File: src/rtl/fpu_lzd_share_ctrl.sv
// Round-robin share of one combinational LZD between add/sub normaliser (req 0) and I2F (req 1).
// IDLE->CALC->RESP, 2 cycles handshake-to-resp_valid; optional grant/stall counters under FPU_LZD_SHARE_STAT_EN.
module fpu_lzd_share_ctrl #(
  parameter int W     = 64,
  parameter int POS_W = $clog2(W) + 1
) (
  input  logic             clk,
  input  logic             rst_l,
  input  logic             req0_valid,
  output logic             req0_ready,
  input  logic [W-1:0]     req0_data,
  input  logic             req1_valid,
  output logic             req1_ready,
  input  logic [W-1:0]     req1_data,
  output logic [W-1:0]     lzd_in,
  input  logic [POS_W-1:0] lzd_cnt,
  input  logic             lzd_zero,
  output logic             resp_valid,
  input  logic             resp_ready,
  output logic             resp_id,
  output logic [POS_W-1:0] resp_cnt,
  output logic             resp_zero
`ifdef FPU_LZD_SHARE_STAT_EN
  ,
  output logic [15:0]      stat_gnt0,
  output logic [15:0]      stat_gnt1,
  output logic [15:0]      stat_stall
`endif
);

  typedef enum logic [1:0] {S_IDLE, S_CALC, S_RESP} state_t;

  state_t           r_state;
  logic             r_rr_ptr;
  logic             r_id;
  logic [W-1:0]     r_op;
  logic             r_resp_vld;
  logic             r_resp_id;
  logic [POS_W-1:0] r_resp_cnt;
  logic             r_resp_zero;

  logic             w_idle;
  logic             w_win;
  logic             w_gnt0;
  logic             w_gnt1;

  // Readys are combinational from state, so gate them while reset is asserted.
  assign w_idle = (r_state == S_IDLE) && rst_l;
  assign w_win  = (req0_valid && req1_valid) ? r_rr_ptr : req1_valid;
  assign w_gnt0 = w_idle && req0_valid && !w_win;
  assign w_gnt1 = w_idle && req1_valid && w_win;

  assign req0_ready = w_gnt0;
  assign req1_ready = w_gnt1;
  assign lzd_in     = r_op;
  assign resp_valid = r_resp_vld;
  assign resp_id    = r_resp_id;
  assign resp_cnt   = r_resp_cnt;
  assign resp_zero  = r_resp_zero;

  always_ff @(posedge clk or negedge rst_l) begin
    if (!rst_l) begin
      r_state     <= S_IDLE;
      r_rr_ptr    <= 1'b0;
      r_id        <= 1'b0;
      r_op        <= '0;
      r_resp_vld  <= 1'b0;
      r_resp_id   <= 1'b0;
      r_resp_cnt  <= '0;
      r_resp_zero <= 1'b0;
    end else begin
      case (r_state)
        S_IDLE: begin
          if (w_gnt0 || w_gnt1) begin
            r_op     <= w_gnt1 ? req1_data : req0_data;
            r_id     <= w_gnt1;
            r_rr_ptr <= ~w_gnt1;
            r_state  <= S_CALC;
          end
        end
        S_CALC: begin
          r_resp_cnt  <= lzd_zero ? POS_W'(W) : lzd_cnt;
          r_resp_zero <= lzd_zero;
          r_resp_id   <= r_id;
          r_resp_vld  <= 1'b1;
          r_state     <= S_RESP;
        end
        S_RESP: begin
          if (resp_ready) begin
            r_resp_vld <= 1'b0;
            r_state    <= S_IDLE;
          end
        end
        default: begin
          r_resp_vld <= 1'b0;
          r_state    <= S_IDLE;
        end
      endcase
    end
  end

`ifdef FPU_LZD_SHARE_STAT_EN
  logic w_stall;
  assign w_stall = (req0_valid && !req0_ready) || (req1_valid && !req1_ready);

  always_ff @(posedge clk or negedge rst_l) begin
    if (!rst_l) begin
      stat_gnt0  <= '0;
      stat_gnt1  <= '0;
      stat_stall <= '0;
    end else begin
      if (w_gnt0 && stat_gnt0 != 16'hFFFF)
        stat_gnt0 <= stat_gnt0 + 16'd1;
      if (w_gnt1 && stat_gnt1 != 16'hFFFF)
        stat_gnt1 <= stat_gnt1 + 16'd1;
      if (w_stall && stat_stall != 16'hFFFF)
        stat_stall <= stat_stall + 16'd1;
    end
  end
`endif

endmodule

File: config.mk
export PLATFORM = sky130hd
export DESIGN_NAME = fpu_lzd_share_ctrl
export DESIGN_NICKNAME = d
export VERILOG_FILES = /design/src/rtl/fpu_lzd_share_ctrl.sv
export SDC_FILE = /design/constraint.sdc
export NUM_CORES = 1
export LEC_CHECK = 0
export CAP_MARGIN = 20
export CORE_MARGIN = 1
export CORE_UTILIZATION = 43
export CTS_CLUSTER_DIAMETER = 40
export DETAILED_ROUTE_END_ITERATION = 10
export PLACE_DENSITY = 0.94
export SYNTH_ARGS = -nofsm -noshare
export SYNTH_HDL_FRONTEND = slang
export SYNTH_SLANG_ARGS = --single-unit
File: constraint.sdc
create_clock -name clk -period 3.25 [get_ports clk]
set_clock_uncertainty 0.15 [all_clocks]
set_input_delay 0.65 -clock clk [delete_from_list [all_inputs] [get_ports clk]]
set_output_delay 0.65 -clock clk [all_outputs]
set_load 0.02 [all_outputs]
=== Word level (Yosys, flattened, before mapping) ===
Cells that the tools add are included.

* Equal/unequal tests: 4
* Reduce and logical (&&, ||, !) cells: 12
* Bitwise operators: 2
* Muxes and demuxes: 8

{| class="wikitable"
|+ Operators by type and width
! cell !! number
|-
| $mux W64 || 1
|-
| $mux W7 || 1
|-
| $logic_and A1 B1 Y1 || 6
|-
| $pmux W2 S3 || 1
|-
| $reduce_and A2 Y1 || 3
|-
| $mux W2 || 2
|-
| $pmux W1 S3 || 1
|-
| $eq A2 B1 Y1 const B || 1
|-
| $eq A2 B2 Y1 const B || 1
|-
| $logic_not A2 Y1 || 1
|-
| $mux W1 || 2
|-
| $ne A2 B1 Y1 const B || 1
|-
| $ne A2 B2 Y1 const B || 1
|-
| $not A1 Y1 || 2
|-
| $logic_not A1 Y1 || 1
|-
| $logic_or A1 B1 Y1 || 1
|}

* Input bits: 141
* Register bits after elaboration: 78
* Output and inout port bits: 76

=== Depth between registers and ports, before layout ===
* Depth in word-level cells: 7
* Gate-level depth with buffers: 5

=== Worst setup path before layout ===
OpenSTA, ideal clock, no wires.

* Path kind: in2out
* Start point: input port rst_l
* End point: output port req1_ready
* Data required time: 2.450 ns
* Cell stages on the path: 3
* Data arrival time: 1.727 ns
* Slack: 0.723 ns
* Cell sequence: or3b_1 -> buf_4 -> nor3_1

* Cells in the longest elaborated chain, start to end: 3

{| class="wikitable"
|+ RTL lines
! item !! RTL line !! text
|-
| start: declaration || 8 || <nowiki>input logic rst_l,</nowiki>
|-
| $logic_and A1 B1 Y1 || 48 || <nowiki>assign w_idle = (r_state == S_IDLE) && rst_l;</nowiki>
|-
| $logic_and A1 B1 Y1 (2 in series) || 51 || <nowiki>assign w_gnt1 = w_idle && req1_valid && w_win;</nowiki>
|-
| end: declaration || 13 || <nowiki>output logic req1_ready,</nowiki>
|}

No other way between the ends.

=== Worst setup path after layout ===
* Start point: register r_state[1]
* End point: output port req1_ready

* Cells in the longest elaborated chain, start to end: 4

{| class="wikitable"
|+ RTL lines
! item !! RTL line !! text
|-
| start: declaration || 33 || <nowiki>state_t r_state;</nowiki>
|-
| start signal: assignment || 63 || <nowiki>r_state <= S_IDLE;</nowiki>
|-
| start signal: assignment || 78 || <nowiki>r_state <= S_CALC;</nowiki>
|-
| start signal: assignment || 86 || <nowiki>r_state <= S_RESP;</nowiki>
|-
| $logic_not A2 Y1 || 48 ||
|-
| $logic_and A1 B1 Y1 || 48 ||
|-
| $logic_and A1 B1 Y1 (2 in series) || 51 ||
|}

No other way between the ends.

==> run metrics <==
initial core utilization 0.4436; Setup Viol. Count Final 0; DP HPWL 9.429 mm; Post-Place Cell Area 6235 µm²; worst hold slack 346.1 ps; setup bufs post-CTS 0; RSZ-0062 raised after global routing false; area of the die 9927 µm²; Setup crit start r_state[1]$_DFFE_PN0P_; crit start category register; Seq/Total Area, Yosys 0.4762; IO buf count 216; drt pass-1 iters 5; wire length per cell 19.49 µm; max-slew violations 0; VDD IR max 0.3752 mV; critical path arrival 2300 ps; top cells by area, synth dfrtp_1 (48%), o31ai_1 (12%), a31oi_1 (9.9%); Most used DFF post-synth dfrtp_1; Comb pwr share 0.523; largest net degree at the start of global routing 80; EDFF count, synth 0; Worst EP required 2450 ps; critical path endpoint category output port; core area 9240 µm²; Flop pwr share 0.339; Psw 2.011 mW; Clock Tree Root clkbuf_8; worst slack at placement 319.2 ps; Cell Int Power 2.853 mW; synth cell count leaders dfrtp_1 (78), a21oi_1 (66), a31oi_1 (65), nand4_1 (64), o31ai_1 (64); Tot GR Track Use 0.2920; cell count after synthesis 441; number of synthesized register bits 78; initial antenna violation count 0; Static Leakage 2.331 nW; Worst-Margin Slew 998.7 ps; # fillers 701; Final Net Count 757; WS Path Type register to output port; GP Congestion 0.8348; post-synth top area cell dfrtp_1; Area Growth Syn to Fin 56.62%; minimum clock period 3103 ps; Mapped Area 4099 µm²; endpoints failing hold 0; die width 99.64 µm; CTS tree built; Yosys top cell area share 0.4762; Final Cycle Share 0.9548; clk slew on worst S/H paths 90 ps; Max Clk Rate 0.3223 GHz; outcome completed; H-tree levels 3; number of global-route vias before repair 4,541; Clock power frac 0.139; Die H 99.64 µm; total congestion overflow 0; Ys Warns 0; io pins 217; Antenna diodes 0; Max Cap Viol 0; Setup TNS 0 ps; CTS max path bufs 2; fraction of layout cells with a size suffix above 1 0.06441; clk_lat worst skew 330 ps; pwr/cell area 757.6 nW/µm²; Hold Crit Start resp_cnt[0]$_DFFE_PN0P_; final WL 14.62 mm; min-delay worst type register to register; final worst slack 146.9 ps; cts bufs inserted 9; post-CTS sizing 0; # hold bufs at CTS 0; fraction of registers with async set/reset 1.000; Final ANT Viol Nets 0; syn avg cell area 9.295 µm²; total number of vias 4,578; most common cell in the netlist dfrtp_1; row count 35; Mapped Nets 582; fin area 6420 µm²; first-pass GRT wire length 22.84 mm; initial DRC count 334; Sink Count 78; Slew HR 0.3342; DRC Markers 0; FF-to-FF Start r_state[0]$_DFFE_PN0P_; Switching Fraction 0.4134; vias per inst 6.104; Cell variety after synth 24; Critical Path Fanout Max 5
final cells by class:
cell class / count / area (µm²) / area share
clock buffers: 11 / 151.4 / 0.02358
clock inverters: 5 / 33.78 / 0.005262
inverters: 1 / 3.754 / 0.0005847
multi-input cells: 297 / 1853 / 0.2886
flip-flops and latches: 78 / 1952 / 0.3040
well taps: 129 / 161.4 / 0.02514
repair buffers: 229 / 2265 / 0.3528
worst paths after layout:
kind	slack, ps	cells past startpoint	end
setup reg to reg	600	5	lzd_in[34]$_DFFE_PN0P_
max in group asynchronous	1860	2	lzd_in[53]$_DFFE_PN0P_
min in group asynchronous	420	2	r_state[1]$_DFFE_PN0P_
setup / recovery	150	3	req1_ready
hold / removal	350	2	resp_cnt[0]$_DFFE_PN0P_
hold reg to reg	350	2	resp_cnt[0]$_DFFE_PN0P_
cells by family after synthesis:
| group | count (synthesis) | synth area share |
|---|---|---|
| AOI/OAI and AO/OA | 205 | 0.3104 |
| buffers and inverters | 66 | 0.07601 |
| DFF | 78 | 0.4762 |
| muxes | 2 | 0.005494 |
| and+or+nand+nor | 90 | 0.1319 |
registers in the layout, indices dropped and copies added, names as in the netlist:
register	flops
lzd_in	64
resp_cnt	7
r_state	2
r_id	1
r_rr_ptr	1
resp_id	1
resp_valid	1
resp_zero	1
worst max-delay path, cell delays in order, from the launching register on:
cell and delay [ps]:
dfrtp_1 440, or3b_2 500, nor3_1 330, clkdlybuf4s50_1 700
layer usage:
layer / wire length [µm] / part of all wire / track usage / vias to the layer above
li1: - / - / - / 2088
met1: 5633 / 0.39 / 0.3683 / 2191
met2: 7415 / 0.51 / 0.4984 / 265
met3: 1182 / 0.081 / 0.05411 / 34
met4: 388 / 0.027 / 0.1120 / 0
met5: 0 / 0 / 0 / -
power by group through the flow:
stage / combinational (mW) / sequential, mW / clock [mW]
floorplan: 0.806 / 2.12 / 0
global placement: 2.46 / 1.63 / 0
detailed placement: 2.54 / 1.65 / 0
CTS: 2.54 / 1.64 / 0.691
global route: 2.70 / 1.70 / 0.738
finish: 2.54 / 1.65 / 0.675
through the flow:
step | util | power, mW | instances
detailed placement | 0.6747 | 4.191 | 734
global placement | 0.6747 | 4.094 | 734
CTS | 0.6948 | 4.876 | 750
floorplan | - | 2.930 | 441
global route | 0.6948 | 5.135 | 750
finish | 0.6948 | 4.864 | 750
cells in the final DEF (no fill, tap or decap), types with 7 or more instances in the layout:
master,n
buf_4,13
clkdlybuf4s50_1,214
o31ai_1,64
nand4_1,64
clkbuf_8,11
nand2b_1,7
a31oi_1,65
nand2_1,10
dfrtp_1,78
o21ai_0,8
a21oi_1,66
No activity file was read; power rests on OpenSTA's default activity.
